$ cat config.mk
export PLATFORM = sky130hd
export DESIGN_NAME = seg7_capture_decoder
export DESIGN_NICKNAME = d
export VERILOG_FILES = /design/src/rtl/seg7_pkg.sv /design/src/rtl/seg7_sync.sv /design/src/rtl/seg7_capture_decoder.sv
export SDC_FILE = /design/constraint.sdc
export NUM_CORES = 1
export LEC_CHECK = 0
export ABC_AREA = 1
export ABC_CLOCK_PERIOD_IN_PS = 2300
export CAP_MARGIN = 10
export CORE_MARGIN = 3
export CORE_UTILIZATION = 45
export DETAILED_ROUTE_END_ITERATION = 12
export PLACE_DENSITY = 0.76
export SKIP_LAST_GASP = 1
export SLEW_MARGIN = 20
export SYNTH_ARGS = -nofsm -noshare
export SYNTH_HDL_FRONTEND = slang
export SYNTH_HIERARCHICAL = 1
export SYNTH_SLANG_ARGS = --single-unit
$ cat constraint.sdc
create_clock -name clk -period 2.3 [get_ports clk]
set_input_delay 0.23 -clock clk [delete_from_list [all_inputs] [get_ports clk]]
set_output_delay 0.23 -clock clk [all_outputs]
set_load 0.005 [all_outputs]
$ cat src/rtl/seg7_pkg.sv
// Shared 7-segment definitions. The display encoder and the capture decoder
// both use this table, so the two ends of the path always agree.
package seg7_pkg;

  // Segment patterns are ordered a..g from left to right and are active-low.
  localparam logic [0:6] SEG_BLANK = 7'b1111111;

  localparam logic [0:6] SEG_CODE [16] = '{
    7'b0000001, 7'b1001111, 7'b0010010, 7'b0000110,
    7'b1001100, 7'b0100100, 7'b0100000, 7'b0001111,
    7'b0000000, 7'b0000100, 7'b0001000, 7'b1100000,
    7'b0110001, 7'b1000010, 7'b0110000, 7'b0111000
  };

  typedef enum logic [1:0] {
    ST_EMPTY  = 2'd0,
    ST_LOCKED = 2'd1,
    ST_FAULT  = 2'd2
  } cap_state_e;

  // Returns {valid, value}; valid is 0 for blank and for unknown patterns.
  function automatic logic [4:0] seg_to_hex(input logic [0:6] pat);
    logic [4:0] res;
    res = 5'b0;
    for (int i = 0; i < 16; i++) begin
      if (pat == SEG_CODE[i]) res = {1'b1, 4'(i)};
    end
    return res;
  endfunction

  // True when the pattern is one of the sixteen hex digits.
  function automatic logic seg_is_code(input logic [0:6] pat);
    logic hit;
    hit = 1'b0;
    for (int i = 0; i < 16; i++) begin
      if (pat == SEG_CODE[i]) hit = 1'b1;
    end
    return hit;
  endfunction

endpackage

$ cat src/rtl/seg7_sync.sv
// Two-flop synchroniser for the 7-bit segment bus. Resets to the blank
// pattern so the decoder sees "display off" until real samples arrive.
module seg7_sync
  import seg7_pkg::*;
(
  input  logic       clk,
  input  logic       aclr,
  input  logic [0:6] d_i,
  output logic [0:6] q_o
);

  logic [0:6] meta_q;
  logic [0:6] sync_q;

  // Metastability filter; keeps running regardless of the decoder's enable.
  always_ff @(posedge clk or negedge aclr) begin
    if (!aclr) begin
      meta_q <= SEG_BLANK;
      sync_q <= SEG_BLANK;
    end else begin
      meta_q <= d_i;
      sync_q <= meta_q;
    end
  end

  assign q_o = sync_q;

endmodule

$ cat src/rtl/seg7_capture_decoder.sv
// Receive-side monitor for a 7-segment display: synchronises and debounces
// the segment bus, decodes committed patterns and checks that the digits
// follow a mod-16 up-count.
module seg7_capture_decoder
  import seg7_pkg::*;
#(
  parameter int STABLE_CYCLES = 4,
  parameter int ERR_W         = 8
) (
  input  logic             clk,
  input  logic             aclr,
  input  logic [0:6]       seg,
  input  logic             en,
  output logic [3:0]       digit,
  output logic             digit_vld,
  output logic             new_digit,
  output logic             blank,
  output logic             bad_pat,
  output logic             seq_err,
  output logic [ERR_W-1:0] err_count
);

  localparam int                CNT_W    = $clog2(STABLE_CYCLES + 1);
  localparam logic [CNT_W-1:0]  STAB_MAX = CNT_W'(STABLE_CYCLES);

  logic [0:6]       seg_s;
  logic [0:6]       cand_q, cand_d;
  logic [CNT_W-1:0] stab_q, stab_d;
  logic [0:6]       comm_q, comm_d;
  cap_state_e       state_q, state_d;
  logic [3:0]       digit_q, digit_d;
  logic [ERR_W-1:0] err_q, err_d;
  logic             commit;
  logic [4:0]       cand_dec;
  logic             cand_ok;
  logic [3:0]       cand_val;

  seg7_sync u_sync (
    .clk  (clk),
    .aclr (aclr),
    .d_i  (seg),
    .q_o  (seg_s)
  );

  // Debounce: count consecutive identical samples, restart on any change.
  always_comb begin
    cand_d = cand_q;
    stab_d = stab_q;
    if (en) begin
      if (seg_s == cand_q) begin
        if (stab_q != STAB_MAX) stab_d = stab_q + CNT_W'(1);
      end else begin
        cand_d = seg_s;
        stab_d = CNT_W'(1);
      end
    end
  end

  // A settled pattern is only a commit when it differs from the one on record.
  assign commit   = en && (stab_q == STAB_MAX) && (cand_q != comm_q);
  assign cand_dec = seg_to_hex(cand_q);
  assign cand_ok  = cand_dec[4];
  assign cand_val = cand_dec[3:0];

  // Tracking FSM and sequence checker; pulses are raised in the commit cycle.
  always_comb begin
    state_d   = state_q;
    comm_d    = comm_q;
    digit_d   = digit_q;
    err_d     = err_q;
    new_digit = 1'b0;
    seq_err   = 1'b0;
    if (commit) begin
      comm_d = cand_q;
      if (cand_ok) begin
        state_d   = ST_LOCKED;
        digit_d   = cand_val;
        new_digit = 1'b1;
        // Only a held reference digit can be checked; 4-bit add gives F->0 wrap.
        if ((state_q == ST_LOCKED) && (cand_val != digit_q + 4'd1)) begin
          seq_err = 1'b1;
          if (err_q != {ERR_W{1'b1}}) err_d = err_q + ERR_W'(1);
        end
      end else if (cand_q == SEG_BLANK) begin
        state_d = ST_EMPTY;
      end else begin
        state_d = ST_FAULT;
      end
    end
  end

  // State registers; a reset mid-settle discards any partial candidate.
  always_ff @(posedge clk or negedge aclr) begin
    if (!aclr) begin
      cand_q  <= SEG_BLANK;
      stab_q  <= '0;
      comm_q  <= SEG_BLANK;
      state_q <= ST_EMPTY;
      digit_q <= 4'd0;
      err_q   <= '0;
    end else begin
      cand_q  <= cand_d;
      stab_q  <= stab_d;
      comm_q  <= comm_d;
      state_q <= state_d;
      digit_q <= digit_d;
      err_q   <= err_d;
    end
  end

  assign digit     = digit_q;
  assign digit_vld = (state_q == ST_LOCKED);
  assign blank     = (comm_q == SEG_BLANK);
  assign bad_pat   = !seg_is_code(comm_q) && (comm_q != SEG_BLANK);
  assign err_count = err_q;

endmodule
# ---- Word-level counts from Yosys, hierarchy flattened
# Index checks and enable logic that the tools add are counted.
dict set report op_classes {
  addsub 3
  n_eq_ne 41
  muxes 41
  bitwise 1
  reduce_logical 11
}
# cell count
set ops {}
lappend ops {{$mux W5} 16}
lappend ops {{$eq A7 B6 Y1 const B} 10}
lappend ops {{$eq A7 B7 Y1 const B} 10}
lappend ops {{$eq A7 B3 Y1 const B} 4}
lappend ops {{$eq A7 B4 Y1 const B} 4}
lappend ops {{$mux W1} 21}
lappend ops {{$eq A7 B1 Y1 const B} 2}
lappend ops {{$eq A7 B5 Y1 const B} 2}
lappend ops {{$logic_not A7 Y1} 2}
lappend ops {{$add A8 B1 Y8 const B} 1}
lappend ops {{$ne A8 B8 Y1 const B} 1}
lappend ops {{$eq A7 B7 Y1} 1}
lappend ops {{$ne A7 B7 Y1} 1}
lappend ops {{$ne A7 B7 Y1 const B} 1}
lappend ops {{$mux W3} 2}
lappend ops {{$reduce_and A2 Y1} 3}
lappend ops {{$add A4 B1 Y4 const B} 1}
lappend ops {{$logic_and A1 B1 Y1} 4}
lappend ops {{$mux W2} 2}
lappend ops {{$ne A4 B4 Y1} 1}
lappend ops {{$reduce_and A4 Y1} 1}
lappend ops {{$add A3 B1 Y3 const B} 1}
lappend ops {{$eq A3 B3 Y1 const B} 1}
lappend ops {{$ne A3 B3 Y1 const B} 1}
lappend ops {{4 further kinds} 4}
dict set report word_totals {
  register_bits 45
  in_bits 10
  word_cells 105
}

# ---- Depth between registers and ports, before layout
dict set report logic_depth {
  depth_word 22
  mapped_depth 18
}

# ---- Hierarchy
# Netlist, hierarchy kept.
# mod instances cells_per_inst area_each_um2
set modules_own_cells {}
lappend modules_own_cells {seg7_capture_decoder 1 323 2282.2}
lappend modules_own_cells {seg7_sync 1 14 367.9}

# ---- Least setup slack after synthesis
# No wires, ideal clock.
dict set report synth_timing {
  path_type {reg-to-output}
  start {register cand_q[1] (netlist name)}
  end {output port seq_err}
  t_arrival_ns 1.789
  slack_ns 0.281
  path_stages_with_launch 15
  cell_sequence {dfstp_2 > buf_2 > inv_2 > nand2_2 > nor2_2 > nand2_2 > nand2_2 > nor2_4 > nand2_2 > nor2_1 > nand2_2 > nand2_2 > nor2_4 > buf_6 > and2_1}
}
dict set report synth_between {
  elab_chain_cells 21
  word_cells_on_any_way 39
}
# element line
set synth_rtl {}
lappend synth_rtl {{start, declared} seg7_capture_decoder.sv:27} ;# logic [0:6] cand_q, cand_d;
lappend synth_rtl {{start signal, assigned} seg7_capture_decoder.sv:102} ;# cand_q <= cand_d;
lappend synth_rtl {{$eq A7 B7 Y1} seg7_pkg.sv:26} ;# if (pat == SEG_CODE[i]) res = {1'b1, 4'(i)};
lappend synth_rtl {{$mux W5 (15 in series)} seg7_pkg.sv:26}
lappend synth_rtl {{$ne A4 B4 Y1} seg7_capture_decoder.sv:80} ;# if ((state_q == ST_LOCKED) && (cand_val != digit_q + 4'd1)) begin
lappend synth_rtl {{$logic_and A1 B1 Y1} seg7_capture_decoder.sv:80}
lappend synth_rtl {{$mux W1} seg7_capture_decoder.sv:80}
lappend synth_rtl {{$mux W1} seg7_capture_decoder.sv:75} ;# if (cand_ok) begin
lappend synth_rtl {{$mux W1 *} seg7_capture_decoder.sv:73} ;# if (commit) begin
lappend synth_rtl {{end, declared} seg7_capture_decoder.sv:19} ;# output logic seq_err,
# Every way passes the cells marked *; elsewhere a longest branch is shown, timed or not.

# ---- Worst setup path in the final report
dict set report layout_timing {
  start {register cand_q[6] (netlist name)}
  end {output port seq_err}
}
# Same word-level chain as after synthesis.

==> run summary <==
Outcome: finished with violations
Failing checks: setup timing
GP Congestion: 0.938
Via-to-Cell Ratio: 5.08
Critical Path End Type: output pin
WHS Endpoint: u_sync/meta_q[5]
Synth warn: 6
Initial DRC Count: 196
Unrepaired setup endpoints after global routing: yes
Tot GR Track Use: 19.7%
Largest net degree at the start of global routing: 31
CTS sink cnt: 45
Tcrit/Tclk final: 106%
ANT nets after route: 0
Ys async rst share: 100%
Synth area leader: dfstp_2
Psw: 510 uW
Fill count: 481
Yosys top cell area share: 27.8%
Total CTS buffers: 5
Initial antenna violation count: 0
CTS tree: done
Worst Tran Pin Value: 0.686 ns
First-pass GRT wire length: 10.6 mm
Arrival @ worst endpoint: 2.21 ns
Clk_lat worst skew: 0.30 ns
Post-synthesis instance total: 337
Critical path class: flop to output pin
Area of the multi-input gates: 1320 um^2
Die ar.: 6850 um^2
Dpl cells: 453
Combinational fraction of design power: 21.6%
Seq. cell area: 1160 um^2
Fin worst setup slack: -0.143 ns
CP startpoint kind: flop
Fin nets: 433
Period minus WS final: 2.44 ns
Cell depth of the worst min-delay path: 1
Vias: 2498
Worst VDD drop: 0.662 mV
Die Wd: 82.7 um
Cell Chain, Critical Path: buf_4, nand2_1, nor2_2, nand2_2, buf_4, nand4_1, nor2_2, nand4_1, nand2_1, nand2_1, nand2_2, and2_4, buf_2
Slew Viols, Final: 0
Commonest cells in the synthesized netlist: 88 x nand2_1, 37 x inv_1, 29 x nor2_1
Max_cap viols: 0
Top-count cell post-synth: nand2_1
Starting Density: 47.3%
Slew headroom: 54.3%
WL per Instance: 13.1 um
Post-synth EDFFs: 0
Worst Path Required: 2.07 ns
Setup Skew: 0.00658 ns
Cell area after synthesis: 2650 um^2
Pwr Density: 502 nW/um^2
Area grow syn2layout: 35.1%
Mean post-synth cell area: 7.86 um^2
Worst slack, placed: -0.108 ns
Pre-antenna DRT Iters: 4
Worst Path Max Fanout: 4
FF-to-FF Start: cand_q[3]
Clock slew at reported path FFs: 0.09 ns
Core ar.: 5610 um^2
Port Buf Inserts: 26
Max Fclk: 409 MHz
Cell mode on critical path: nand2_1
Grt total ovfl: 0
Root Buffer: clkbuf_8
Seq cells post-synth: 45
Final cell count without fillers: 492
Residual DRC count: 0
Syn nets: 351
Ant diodes: 0
Boundary pin count: 27
Clock power share: 29.3%
Area contributors post-synth: dfstp_2 28%, dfrtp_1 16%, nand2_1 12%, inv_1 5.2%, xor2_1 4.3%
Slowest cell delay on critical path: 0.58 ns
Static leakage: 1.78 nW
Share of cells above drive strength 1: 35.2%
Switching portion of total power: 28.4%
Layout Utilization: 63.9%
# setup viols final: 2
Placed wire-length estimate: 4.35 mm
Die height: 82.7 um
Crit-path slowest cell: dfstp_2
Final Hold Vio Count: 0
FF-to-FF setup slack: 0.16 ns
H-tree depth: 2
Critical hold path startpoint: seg[5]
Sequential area share after synthesis: 43.8%
Min-delay worst type: primary input to flop
Primary FF master, synth: dfstp_2
Seq pwr share: 49.1%
Vias in the first global route: 2399
CTS Buffer Depth: 2
Row cnt: 27
RR Endpoint: err_count[6]
Distinct cell type count after synthesis: 30
Power Internal: 1.29 mW
Register-to-Register Path Depth: 13
WL final: 6.45 mm
==> cells by family after synthesis <==
family	count (synthesis)	share of synthesized area [%]
DFF	45	43.8
xor gates and xnor gates	18	5.95
buffers and inverters	57	9.77
and+or+nand+nor	182	31.7
adders and majority gates	4	1.89
AOI/OAI and AO/OA	31	6.85
==> worst max-delay path: cells and delay by family, from the launching register on <==
| family | cells | cell delay, ns |
|---|---|---|
| simple gates | 10 | 0.95 |
| buf+inv | 3 | 0.39 |
| flops | 1 | 0.58 |
==> sequential cells by signal, summed over array words and instances (netlist names) <==
register	count
cand_q	7
comm_q	7
digit	4
err_count	8
stab_q	3
state_q	2
u_sync/meta_q	7
u_sync/q_o	7
==> through the flow <==
stage / instance area [um^2] / hold WS, ns / setup TNS (ns) / total power, mW
final: 3580 / 0.329 / -0.222 / 1.80
after global routing: 3580 / 0.308 / -0.754 / 1.90
after CTS: 3450 / 0.324 / -0.151 / 1.76
after detailed placement: 3130 / 0.316 / -0.187 / 1.18
after global placement: 3130 / 0.309 / -0.139 / 1.17
after floorplan: 2650 / -0.0656 / 0 / 1.06
==> timing repair <==
| action | in CTS | in global routing |
|---|---|---|
| pin swaps | 12 | 11 |
| hold buffers | 1 | 0 |
| setup buffers | 24 | 7 |
| endpoints found under the hold margin | 16 | 0 |
| gates resized for setup | 15 | 18 |
| setup endpoints to repair | 3 | 12 |
==> area by class of cell <==
cell class	instances	share of cell area (%)
multi-input combinational	235	36.9
inverter	45	4.72
clock buffer	6	2.31
tap	72	2.52
sequential	45	32.4
timing repair buffer	87	20.6
clock inverter	2	0.489
==> power by group through the flow <==
stage / clock, mW / combinational, mW / sequential [mW]
6_report: 0.526 / 0.388 / 0.883
5_1_grt: 0.583 / 0.427 / 0.888
4_1_cts: 0.543 / 0.339 / 0.882
3_5_place_dp: 0 / 0.275 / 0.902
3_3_place_gp: 0 / 0.268 / 0.901
2_1_floorplan: 0 / 0.186 / 0.875
==> metal layers <==
layer / up-vias / share of wire (%) / track usage (%)
met4: 0 / 3.4 / 6.21
met1: 1169 / 43 / 25.3
met5: - / 0 / 0
met2: 71 / 49 / 33.4
li1: 1236 / - / -
met3: 22 / 4.0 / 3.90
==> layout by cell type, fill, tap and decap left out, drive strengths merged, types with 2 or more instances in the layout <==
cell type / instances
nand4: 15
inv: 46
xnor2: 5
ha: 4
nand3: 17
clkdlybuf4s50: 22
nor3: 7
buf: 62
o21ai: 19
a21oi: 4
xor2: 13
dfrtp: 17
clkbuf: 6
o41ai: 2
nor2: 38
nand2: 102
o31ai: 2
dfstp: 28
nor4: 2
==> worst max-delay path by stage <==
stage,cells after the start,end,slack [ns],start
after floorplan,14,seq_err,0.28,cand_q[1]
after detailed placement,13,seq_err,-0.11,cand_q[5]
after global placement,15,seq_err,-0.1,cand_q[5]
after CTS,16,seq_err,-0.11,cand_q[3]
after global routing,13,seq_err,-0.32,cand_q[6]
final,13,seq_err,-0.14,cand_q[6]
No activity file was read; power rests on OpenSTA's default activity.
